[src/rtl/multicycle_pkg.sv]
// Shared definitions for the multicycle LEGv8-style control unit: state
// encoding, opcode constants, ALU operand/operation encodings and the
// control-word bundle driven by the FSM.
package multicycle_pkg;

  // FETCH is deliberately encoded as zero so that a forced-idle state_o and
  // "all outputs zero" describe the same thing.
  typedef enum logic [3:0] {
    FETCH  = 4'd0,
    DECODE = 4'd1,
    MEMADR = 4'd2,
    MEMRD  = 4'd3,
    MEMWB  = 4'd4,
    MEMWR  = 4'd5,
    EXEC   = 4'd6,
    ALUWB  = 4'd7,
    CBZS   = 4'd8
  } state_e;

  // Instruction classes produced by the opcode classifier.
  typedef enum logic [2:0] {
    OP_LD  = 3'd0,
    OP_ST  = 3'd1,
    OP_CB  = 3'd2,
    OP_RT  = 3'd3,
    OP_ILL = 3'd4
  } op_class_e;

  // Opcode field instruction[31:21].
  localparam logic [10:0] OPC_LDUR     = 11'b111_1100_0010;
  localparam logic [10:0] OPC_STUR     = 11'b111_1100_0000;
  localparam logic [10:0] OPC_ADD      = 11'b100_0101_1000;
  localparam logic [10:0] OPC_SUB      = 11'b110_0101_1000;
  localparam logic [10:0] OPC_AND      = 11'b100_0101_0000;
  localparam logic [10:0] OPC_ORR      = 11'b101_0101_0000;
  // CBZ only fixes the upper eight bits; the low three are don't-care.
  localparam logic [10:0] OPC_CBZ      = 11'b101_1010_0000;
  localparam logic [10:0] OPC_CBZ_MASK = 11'b111_1111_1000;

  // ALU B-operand select.
  localparam logic [1:0] SRCB_REG  = 2'b00;  // register read data 2
  localparam logic [1:0] SRCB_FOUR = 2'b01;  // constant 4 for PC increment
  localparam logic [1:0] SRCB_IMM  = 2'b10;  // sign-extended offset

  // ALU operation class handed to the ALU decoder.
  localparam logic [1:0] ALUOP_ADD   = 2'b00;  // address / PC arithmetic
  localparam logic [1:0] ALUOP_PASSB = 2'b01;  // pass B for the zero test
  localparam logic [1:0] ALUOP_RTYPE = 2'b10;  // use the funct bits

  // Complete control word; every field defaults to zero.
  typedef struct packed {
    logic       pc_write;
    logic       ir_write;
    logic       ior_d;
    logic       reg2loc;
    logic       alu_src_a;
    logic       mem_read;
    logic       mem_write;
    logic       mem_to_reg;
    logic       reg_write;
    logic       pc_src;
    logic [1:0] alu_src_b;
    logic [1:0] alu_op;
    logic       illegal;
  } ctrl_t;

  localparam ctrl_t CTRL_IDLE = '0;

endpackage

[src/rtl/multicycle_ctrl_opclass.sv]
// Purely combinational opcode classifier: maps instruction[31:21] onto one
// of the five instruction classes the control FSM distinguishes.
module opclass
  import multicycle_pkg::*;
(
  input  logic [10:0] op_i,
  output op_class_e   class_o
);

  // Exact-match decode; anything not recognised is flagged illegal.
  // NOTE: class_o is given a value before any branch so no path leaves it unassigned, which would infer a latch.
  always_comb begin
    class_o = OP_ILL;
    if (op_i == OPC_LDUR) begin
      class_o = OP_LD;
    end else if (op_i == OPC_STUR) begin
      class_o = OP_ST;
    end else if ((op_i & OPC_CBZ_MASK) == OPC_CBZ) begin
      class_o = OP_CB;
    end else if (op_i inside {OPC_ADD, OPC_SUB, OPC_AND, OPC_ORR}) begin
      class_o = OP_RT;
    end
  end

endmodule

[src/rtl/multicycle_ctrl.sv]
// Multicycle datapath controller. A single FSM sequences fetch, decode and
// the per-class execute/memory/write-back steps. Outputs are a function of
// the state, except the mem_ready-qualified fetch strobes and the
// zero-qualified branch PC write. Reset is synchronous and active-low.
module multicycle_ctrl
  import multicycle_pkg::*;
(
  input  logic        clk,
  input  logic        reset,
  input  logic [10:0] Op,
  input  logic        zero,
  input  logic        mem_ready,
  output logic        PCWrite,
  output logic        IRWrite,
  output logic        IorD,
  output logic        Reg2Loc,
  output logic        ALUSrcA,
  output logic        MemRead,
  output logic        MemWrite,
  output logic        MemtoReg,
  output logic        RegWrite,
  output logic        PCSrc,
  output logic [1:0]  ALUSrcB,
  output logic [1:0]  ALUOp,
  output logic        illegal,
  output logic [3:0]  state_o
);

  state_e    state_q;
  state_e    state_d;
  op_class_e op_class;
  ctrl_t     ctrl;

  opclass u_opclass (
    .op_i    (Op),
    .class_o (op_class)
  );

  // State register: reset forces FETCH and overrides any pending transition.
  // NOTE: reset appears only inside the clocked branch, so it is sampled on the edge (synchronous); adding it to the sensitivity list would make it asynchronous.
  // NOTE: non-blocking assignment keeps every register update on the same edge, independent of statement order.
  always_ff @(posedge clk) begin
    if (!reset) begin
      state_q <= FETCH;
    end else begin
      state_q <= state_d;
    end
  end

  // Next-state and control-word decode; reset forces the whole word to zero.
  always_comb begin
    state_d = state_q;
    ctrl    = CTRL_IDLE;

    case (state_q)
      FETCH: begin
        ctrl.mem_read  = 1'b1;
        ctrl.ior_d     = 1'b0;
        ctrl.alu_src_a = 1'b0;
        ctrl.alu_src_b = SRCB_FOUR;
        ctrl.alu_op    = ALUOP_ADD;
        // Only latch the instruction and advance the PC once memory delivers.
        ctrl.ir_write  = mem_ready;
        ctrl.pc_write  = mem_ready;
        if (mem_ready) begin
          state_d = DECODE;
        end
      end

      DECODE: begin
        // Stores and CBZ read Rt through the second register port.
        ctrl.reg2loc = (op_class == OP_ST) || (op_class == OP_CB);
        case (op_class)
          OP_LD, OP_ST: state_d = MEMADR;
          OP_RT:        state_d = EXEC;
          OP_CB:        state_d = CBZS;
          default: begin
            ctrl.illegal = 1'b1;
            state_d      = FETCH;
          end
        endcase
      end

      MEMADR: begin
        ctrl.alu_src_a = 1'b1;
        ctrl.alu_src_b = SRCB_IMM;
        ctrl.alu_op    = ALUOP_ADD;
        // Op is re-sampled here; a class that is neither load nor store
        // can only arise if Op was disturbed, so abandon the instruction.
        if (op_class == OP_LD) begin
          state_d = MEMRD;
        end else if (op_class == OP_ST) begin
          state_d = MEMWR;
        end else begin
          state_d = FETCH;
        end
      end

      MEMRD: begin
        ctrl.mem_read = 1'b1;
        ctrl.ior_d    = 1'b1;
        if (mem_ready) begin
          state_d = MEMWB;
        end
      end

      MEMWB: begin
        ctrl.reg_write  = 1'b1;
        ctrl.mem_to_reg = 1'b1;
        state_d         = FETCH;
      end

      MEMWR: begin
        ctrl.mem_write = 1'b1;
        ctrl.ior_d     = 1'b1;
        ctrl.reg2loc   = 1'b1;
        if (mem_ready) begin
          state_d = FETCH;
        end
      end

      EXEC: begin
        ctrl.alu_src_a = 1'b1;
        ctrl.alu_src_b = SRCB_REG;
        ctrl.alu_op    = ALUOP_RTYPE;
        state_d        = ALUWB;
      end

      ALUWB: begin
        ctrl.reg_write  = 1'b1;
        ctrl.mem_to_reg = 1'b0;
        state_d         = FETCH;
      end

      CBZS: begin
        ctrl.alu_src_a = 1'b1;
        ctrl.alu_src_b = SRCB_REG;
        ctrl.alu_op    = ALUOP_PASSB;
        ctrl.reg2loc   = 1'b1;
        ctrl.pc_src    = 1'b1;
        ctrl.pc_write  = zero;
        state_d        = FETCH;
      end

      // Unused encodings recover to FETCH with the idle control word.
      default: begin
        state_d = FETCH;
      end
    endcase

    if (!reset) begin
      ctrl = CTRL_IDLE;
    end
  end

  assign PCWrite  = ctrl.pc_write;
  assign IRWrite  = ctrl.ir_write;
  assign IorD     = ctrl.ior_d;
  assign Reg2Loc  = ctrl.reg2loc;
  assign ALUSrcA  = ctrl.alu_src_a;
  assign MemRead  = ctrl.mem_read;
  assign MemWrite = ctrl.mem_write;
  assign MemtoReg = ctrl.mem_to_reg;
  assign RegWrite = ctrl.reg_write;
  assign PCSrc    = ctrl.pc_src;
  assign ALUSrcB  = ctrl.alu_src_b;
  assign ALUOp    = ctrl.alu_op;
  assign illegal  = ctrl.illegal;

  // While reset is held the debug port reads FETCH (all zeros).
  assign state_o  = reset ? state_q : FETCH;

endmodule

[config.mk]
export PLATFORM = sky130hd
export DESIGN_NAME = multicycle_ctrl
export DESIGN_NICKNAME = d
export VERILOG_FILES = /design/src/rtl/multicycle_pkg.sv /design/src/rtl/multicycle_ctrl_opclass.sv /design/src/rtl/multicycle_ctrl.sv
export SDC_FILE = /design/constraint.sdc
export NUM_CORES = 1
export LEC_CHECK = 0
export CAP_MARGIN = 0
export CORE_MARGIN = 1
export CORE_UTILIZATION = 36
export CTS_CLUSTER_DIAMETER = 100
export DETAILED_ROUTE_END_ITERATION = 8
export PLACE_DENSITY = 0.77
export SLEW_MARGIN = 20
export SYNTH_ARGS = -nofsm -noshare
export SYNTH_HDL_FRONTEND = slang
export SYNTH_SLANG_ARGS = --single-unit
[constraint.sdc]
create_clock -name clk -period 3.7 [get_ports clk]
set_input_delay 1.11 -clock clk [delete_from_list [all_inputs] [get_ports clk]]
set_output_delay 1.11 -clock clk [all_outputs]
set_load 0.02 [all_outputs]
# --- Word level (Yosys, flattened, before mapping) ---
# Cells that the tools add are included.
word_totals:
  out_inout_bits: 19
  register_bits: 4
op_classes:
  reduce_logical: 11
  eq_ne: 21
  muxes: 25
op_table:
  columns: ["op", "count"]
  rows:
  - ["== test 11 bit, second input constant", 6]
  - ["one-hot mux 4 bit (6 select lines)", 1]
  - ["two-way mux 4 bit", 5]
  - ["== test 4 x 3 -> 1 bit, second input constant", 4]
  - ["one-hot mux 4 bit (4 select lines)", 1]
  - ["two-way mux 15 bit", 1]
  - ["two-way mux 3 bit", 5]
  - ["one-hot mux 4 bit (3 select lines)", 1]
  - ["== test 4 x 2 -> 1 bit, second input constant", 2]
  - ["== test 8 bit, second input constant", 1]
  - ["two-way mux 1 bit", 8]
  - ["OR reduction 2 bit", 4]
  - ["== test 3 x 2 -> 1 bit, second input constant", 2]
  - ["inequality test 2 bit, second input constant", 3]
  - ["== test 4 x 1 -> 1 bit, second input constant", 1]
  - ["== test 4 bit, second input constant", 1]
  - ["zero test 4 bit", 1]
  - ["one-hot mux 1 bit (2 select lines)", 2]
  - ["one-hot mux 2 bit (2 select lines)", 1]
  - ["nonzero test 4 bit", 1]
  - ["OR reduction 4 bit", 1]
  - ["== test 3 x 1 -> 1 bit, second input constant", 1]
  - ["zero test 3 bit", 1]
  - ["AND reduction 3 bit", 1]
  - ["other kinds (2)", 2]

# --- Logic depth before layout (Yosys ltp) ---
# Gate-level depths: netlist (run 1).
logic_depth:
  ltp_word: 11
  mapped_depth: 5
  depth_no_buf: 4

# --- Cells and area by module ---
# From an unflattened synthesis (run 1), not the netlist that was laid out.
hier_totals:
  hier_cells: 79
  area_unflattened_um2: 568.0
modules_own_cells:
  columns: ["mod", "area_each_um2", "instances", "cells_each"]
  rows:
  - ["multicycle_ctrl", 474.2, 1, 66]
  - ["opclass", 93.8, 1, 13]

# --- Least setup slack after synthesis (run 1) ---
# OpenSTA, ideal clock, no wires.
synth_path:
  path_kind: "input to output"
  startpoint: "input port Op[0]"
  endpoint: "output port Reg2Loc"
  setup_slack_ns: 0.265
  t_arrival_ns: 2.325
  path_stages: 4
  path_buffers: 0
  required_time_ns: 2.590
  cell_sequence: "or4b_4 nor4_2 and3_1 o31a_1"
synth_between:
  elab_chain_len: 10
  elab_cells_between_ends: 16
  cone_classes: "eq/ne (8); mux (6); reduce/logical (2)"
synth_rtl:
  columns: ["element", "line", "source"]
  rows:
  - ["start, declared", "multicycle_ctrl.sv:10", "input logic [10:0] Op,"]
  - ["== test 11 bit", "multicycle_ctrl_opclass.sv:20", "end else if (op_i inside {OPC_ADD, OPC_SUB, OPC_AND, OPC_ORR}) begin"]
  - ["nonzero test 4 bit", "multicycle_ctrl_opclass.sv:20", null]
  - ["two-way mux 3 bit", "multicycle_ctrl_opclass.sv:20", null]
  - ["two-way mux 3 bit", "multicycle_ctrl_opclass.sv:18", "end else if ((op_i & OPC_CBZ_MASK) == OPC_CBZ) begin"]
  - ["two-way mux 3 bit", "multicycle_ctrl_opclass.sv:16", "end else if (op_i == OPC_STUR) begin"]
  - ["two-way mux 3 bit (*)", "multicycle_ctrl_opclass.sv:14", "if (op_i == OPC_LDUR) begin"]
  - ["== test 3 x 1 -> 1 bit / == test 3 x 2 -> 1 bit (equally long branches)", "multicycle_ctrl.sv:72", "ctrl.reg2loc = (op_class == OP_ST) || (op_class == OP_CB);"]
  - ["logical OR 1 bit (*)", "multicycle_ctrl.sv:72", null]
  - ["one-hot mux 1 bit (2 select lines) (*)", "multicycle_ctrl.sv:55", "case (state_q)"]
  - ["two-way mux 15 bit (*)", "multicycle_ctrl.sv:151", "if (!reset) begin"]
  - ["end, declared", "multicycle_ctrl.sv:16", "output logic Reg2Loc,"]
# Every way passes the cells marked *; elsewhere a longest branch is shown, timed or not.

# --- Worst setup path after layout (run 1) ---
# Ends and elaborated chain as after synthesis.

==> metrics.csv, run 1 <==
stage;metric;value;unit
synth;syn_inst;87;
die;ios;34;
synth;seq_area_frac_synth;13.94;%
cts;cts_root_buf;clkbuf_4;
die;die_area;1759;um^2
critical_path;worst_r2r_path_depth;4;
die;rows;14;
min_path;hold_path_class;reg2reg;
timing;clock_skew;0.006218;ns
synth;ys_warn_count;0;
detailed_routing;drtPass1Iterations;4;
min_path;min_from;state_q[2];
timing;rsz0062_at_grt;true;
synth;ys.flop_type;dfxtp_1;
cts;h-tree-depth;1;
timing;max_freq;267.0;MHz
cts;clock-sinks;4;
die;start_util;38.12;%
pwr;irDropWorstVdd;123.6;uV
timing;setup_tns;-0.04512;ns
cts;cts_tree;done;
timing;slew_headroom;69.08;%
layout;diodes;0;
critical_path;worstSetupPathType;in2out;
run;cap_violations;0;
critical_path;cp-startpoint;Op[0];
detailed_routing;final_antenna_net_count;0;
layout;nNetsFinal;152;
run_status;status;complete, but fails checks;
cts;path_clk_slew;0.04;ns
grt;grt_antenna_before_repair;0;
timing;tightest_slew;0.4632;ns
detailed_routing;initialDrtViolationCount;23;
timing;period_share;101.2;%
placement;dp_hpwl;1415;um
pwr;p_total;0.1592;mW
layout;area_growth;82.79;%
grt;grt_pass1_vias;743;
grt;grt_max_degree;16;
synth;synth_seq_cells;4;
timing;fin_hold_ws;0.7668;ns
grt;grt_pass1_wl;3111;um
layout;top_regs;state_q x4;
timing;finalCriticalPeriod;3.745;ns
cts;cts_buffers;3;
placement;port_buffers;33;
synth;synth.net_count;102;
grt;grt.total_usage;22.52;%
critical_path;reg2reg_setup_slack;2.10;ns
pwr;p_leak;0.4757;nW
synth;synth-edff-count;0;
timing;maxSlewViolCount;0;
critical_path;start_kind;primary input;
synth;synth.distinct_cells;35;
timing;finalSetupViolations;1;
die;chipHeight;41.94;um
timing;layout_setup_ws;-0.04512;ns
cts;clk_path_buf_depth;2;
detailed_routing;routed_wl;1972;um
layout;top_register;state_q;
placement;pre_cts_slack;-0.5758;ns
pwr;powerDensity;151.6;nW/um^2
critical_path;critPathMaxFanout;2;
detailed_routing;via_per_inst;5.404;
synth;synth_area;574.3;um^2
layout;largest_reg_flops;4;
min_path;whs_endpoint;state_q[0];
timing;final_hold_viol_count;0;
critical_path;cp-end-kind;output pin;
placement;gp_congestion;0.8846;
grt;gr-total-overflow;0;
detailed_routing;drc;0;
die;core_area;1506;um^2
synth;syn_area_per_cell;6.601;um^2
min_path;hold_depth;3;
critical_path;worstPathRequired;2.59;ns
cts;clock_latency;0.25;ns
synth;async_reset_ff_share;0;%
detailed_routing;vias;816;
critical_path;worstPathArrival;2.64;ns
critical_path;rr_endpoint;state_q[3];
die;die_w;41.94;um
detailed_routing;wl_per_cell;13.06;um
layout;drive_above_1_share;28.15;%
run_status;failed_checks;negative setup slack;
critical_path;r2r_start;state_q[0];
[cell families (layout without fill, tap and decap cells)]
group	count (synthesis)	in the layout	synth area share (%)
and+or+nand+nor	56	56	56.87
AOI/OAI and AO/OA	16	16	20.04
buffers and inverters	9	57	5.882
DFF	4	4	13.94
xor gates and xnor gates	1	1	1.525
muxes	1	1	1.743
[critical path, stage by stage]
cell and delay [ns]:
clkdlybuf4s15_1 0.16, or4b_4 0.56, nor4_4 0.26, and3_1 0.19, o31a_1 0.11, clkdlybuf4s15_2 0.25
[area by class of cell]
cell class	count	area [um^2]
tap	16	20.02
timing repair buffer	50	422.9
clock buffer	3	22.52
inverter	4	15.01
multi-input combinational	74	489.2
fill	135	456.7
sequential	4	80.08
[what timing repair did]
action,in CTS,in global routing
endpoints found under the setup margin,15,12
hold buffers,0,0
pin swaps,4,5
resized for setup,41,18
cloned,0,0
setup buffers,3,0
[per-layer routing]
metal | share of wire (%) | wire length (um) | vias to the layer above | global-route usage (%)
met5 | 0 | 0 | - | 0
met4 | 0.91 | 18 | 0 | 7.742
met3 | 4.2 | 83 | 2 | 1.739
met2 | 53 | 1040 | 35 | 42.19
met1 | 42 | 829 | 375 | 26.40
li1 | - | - | 404 | -
[layout by cell type, fill, tap and decap left out, types with 3 or more instances in the layout]
master           synthesis  final
a21oi_1                  5      5
and2_1                   6      6
buf_2                    0      3
buf_4                    0     17
clkbuf_4                 0      3
clkdlybuf4s15_1          0      6
clkdlybuf4s50_1          0     10
dfxtp_1                  4      4
dlygate4sd2_1            0     10
inv_1                    3      3
nand2_1                  8      8
nand2b_1                 3      3
nand3_1                  4      4
nor2_1                  14     12
nor3b_1                  3      3
[through the flow]
stage               utilization [%]  std cells  area [um^2]
finish                        69.68        151         1050
global route                  69.68        151         1050
CTS                           70.35        151         1060
detailed placement            67.11        145         1011
global placement              67.11        145         1011
floorplan                         -         87        574.3
[synthesized netlist by cell type (all sizes together) (4+ instances only)]
cell / count / share of area [%]
o21ai: 4 / 3.5
inv: 4 / 2.6
clkbuf: 5 / 3.3
a21oi: 5 / 4.4
and2: 6 / 6.5
nor2: 14 / 9.2
nand2: 8 / 5.2
dfxtp: 4 / 14
nand3: 4 / 3.5
[worst max path at each step]
stage                   end  slack, ns  depth (start not counted)
floorplan           Reg2Loc       0.26                          4
global placement    Reg2Loc      -0.54                          6
detailed placement  Reg2Loc      -0.58                          6
CTS                 Reg2Loc      -0.03                          6
global route        Reg2Loc      -0.08                          6
finish              Reg2Loc      -0.05                          6
[power breakdown]
part	switching [mW]	leakage, nW	internal (mW)
clock	0.0204	0.0138	0.0364
combinational	0.0258	0.429	0.0301
sequential	0.00238	0.0325	0.0440
total	0.0486	0.476	0.111
Power figures use the tool's default switching activity.
==> run 2: changes to the inputs <==
Settings changed: CORE_UTILIZATION 36 to 38, CTS_BUF_LIST set to sky130_fd_sc_hd__clkbuf_4 sky130_fd_sc_hd__clkbuf_8, PLACE_DENSITY 0.77 to 0.81, SLEW_MARGIN 20 to unset.
==> metrics.csv, run 2 (synthesis results as in run 1) <==
stage;metric;value;unit;change
run_status;status;finished, final reports clean;;
timing;slew_headroom;65.53;%;-3.6 points
critical_path;critPathMaxFanout;2;;unchanged
layout;nFillCells;132;;-2.2%
timing;layout_setup_ws;0.04309;ns;+0.08821 ns
layout;nNetsFinal;148;;-2.6%
grt;grtUsageMet3;7.609;%;+5.9 points
pwr;powerDensity;152.9;nW/um^2;+0.82%
die;rows;13;;-1
critical_path;critPathMaxStageDelay;0.56;ns;about the same
die;start_util;42.54;%;+4.4 points
grt;gr-total-overflow;0;;unchanged
timing;setup_tns;0;ns;+0.04512 ns
critical_path;rr_endpoint;state_q[3];;
cts;clock-sinks;4;;unchanged
die;core_area;1350;um^2;-10%
cts;clock_latency;0.23;ns;-0.02 ns
critical_path;worstPathArrival;2.55;ns;-0.09 ns
critical_path;path_buf_inv;3;;+1
detailed_routing;wl_per_cell;13.05;um;about the same
grt;grt_use_met2;48.83;%;+6.6 points
placement;gp_congestion;0.7754;;-12%
timing;clock_skew;0.001810;ns;-0.004408 ns
timing;fin_hold_ws;0.7859;ns;+0.01912 ns
placement;port_buffers;33;;unchanged
layout;area_growth;73.42;%;
grt;grt_antenna_before_repair;0;;unchanged
layout;diodes;0;;unchanged
grt;use_met1;22.15;%;-4.3 points
pwr;p_total;0.1523;mW;-4.3%
critical_path;worstSetupPathType;in2out;;
critical_path;cp-end-kind;output pin;;
detailed_routing;drtPass1Iterations;4;;unchanged
critical_path;worstPathRequired;2.59;ns;about the same
min_path;min_from;state_q[3];;
die;ios;34;;unchanged
detailed_routing;vias;803;;-1.6%
grt;grt_busiest_layer;met2;;
die;chipHeight;40.88;um;-2.5%
layout;largest_reg_flops;4;;unchanged
detailed_routing;final_antenna_net_count;0;;unchanged
cts;clk_path_buf_depth;2;;unchanged
pwr;pwr-share-seq;30.5;%;+1.4 points
layout;top_register;state_q;;
critical_path;crit_family;simple AND/OR/NAND/NOR gates;;
timing;period_share;98.84;%;-2.4 points
pwr;switching_share;28.61;%;-1.9 points
die;die_area;1671;um^2;-5.0%
placement;dp_hpwl;1430;um;+1.0%
placement;placed_cells;142;;-2.1%
pwr;p_clk_share;34.2;%;-1.5 points
pwr;p_leak;0.4589;nW;-3.5%
timing;max_freq;273.5;MHz;+2.4%
timing;finalCriticalPeriod;3.657;ns;-0.08821 ns
critical_path;start_kind;primary input;;
grt;grt.total_usage;24.58;%;+2.1 points
detailed_routing;initialDrtViolationCount;13;;-43%
pwr;p_int;0.1087;mW;-1.7%
grt;grt_max_degree;17;;+1
grt;grt_pass1_vias;725;;-2.4%
min_path;whs_endpoint;state_q[2];;
min_path;hold_path_class;reg2reg;;
cts;cts_tree;done;;
critical_path;path_cells;dlygate4sd2_1 > or4b_4 > buf_6 > a2111oi_4 > a211oi_2 > buf_4;;
layout;drive_above_1_share;27.48;%;-0.67 points
layout;top_regs;state_q x4;;
critical_path;worst_r2r_path_depth;4;;unchanged
timing;finalSetupViolations;0;;-1
die;die_w;40.88;um;-2.5%
critical_path;reg2reg_setup_slack;2.19;ns;+0.09 ns
cts;cts_buffers;3;;unchanged
pwr;irDropWorstVdd;153.1;uV;+24%
layout;stdcell_count;146;;-3.3%
placement;pre_cts_slack;-0.5782;ns;-0.002346 ns
timing;tightest_slew;0.5164;ns;+0.05325 ns
cts;h-tree-depth;1;;unchanged
grt;grt_pass1_wl;2753;um;-12%
min_path;hold_depth;3;;unchanged
detailed_routing;routed_wl;1905;um;-3.4%
detailed_routing;via_per_inst;5.500;;+1.8%
pwr;combPwrFrac;35.3;%;+0.2 points
pwr;switchingPower;0.04356;mW;-10%
timing;rsz0062_at_grt;false;;
timing;maxSlewViolCount;0;;unchanged
cts;path_clk_slew;0.03;ns;about the same
timing;final_hold_viol_count;0;;unchanged
layout;multiInputGateArea;489.2;um^2;unchanged
detailed_routing;drc;0;;unchanged
run;cap_violations;0;;unchanged
cts;cts_root_buf;clkbuf_4;;
cts;cts.hold.buffers_added;0;;unchanged
layout;layout_commonest_cell;nor2_1;;
layout;most-common-layout-cells;nor2_1, buf_4, dlygate4sd2_1;;
critical_path;r2r_start;state_q[0];;
critical_path;crit_slowest_cell;or4b_4;;
layout;seq_area;80.08;um^2;unchanged
==> run 2: cell count changes in the layout (fill, tap and decap cells not counted) <==
cell and change:
nor2_2 -2, dlygate4sd2_1 +1, buf_4 -4, clkdlybuf4s15_2 -1, clkbuf_2 +4, nor3_2 +1
nor3_1 -1, nor2_1 +2, clkdlybuf4s15_1 -4
==> run 2: worst max path at each step <==
stage	start	cells after the start	to
2_1_floorplan	Op[0]	4	Reg2Loc
3_3_place_gp	Op[0]	6	Reg2Loc
3_5_place_dp	Op[0]	6	Reg2Loc
4_1_cts	reset	6	IorD
5_1_grt	Op[8]	6	Reg2Loc
6_report	Op[2]	6	illegal
==> run 2: repair_timing <==
action	CTS	global route
pin swaps	4	0
setup buffers	1	0
resized for setup	45	15
endpoints found under the setup margin	15	9
==> run 2: layer usage <==
layer	up-vias	wire length, um
met5	-	0
met4	0	21
met3	4	128
met2	41	1057
met1	361	698
li1	397	-
==> run 2: power by group through the flow <==
stage / registers (mW) / logic (mW) / clock network [mW]
after floorplan: 0.0452 / 0.0222 / 0
after global placement: 0.0468 / 0.0543 / 0
after detailed placement: 0.0468 / 0.0562 / 0
after CTS: 0.0461 / 0.0540 / 0.0542
after global routing: 0.0466 / 0.0577 / 0.0592
final: 0.0464 / 0.0537 / 0.0521
==> run 2: through the flow <==
stage	utilization, %	instance area, um^2
6_report	73.77	996.0
5_1_grt	73.77	996.0
3_5_place_dp	73.68	994.7
4_1_cts	75.44	1018
2_1_floorplan	-	574.3
3_3_place_gp	73.68	994.7
==> run 2: layout make-up <==
type / instances / share of cell area, %
multi-input combinational: 74 / 49.12
timing repair buffer: 46 / 37.19
sequential: 4 / 8.040
clock buffer: 3 / 2.261
tap: 15 / 1.884
inverter: 4 / 1.508
==> run 2: worst min-delay path, cell delays in order, from the launching register on <==
cell     delay (ns)
dfxtp_1        0.42
inv_2          0.16
nand4_1        0.10
nand3_1        0.08
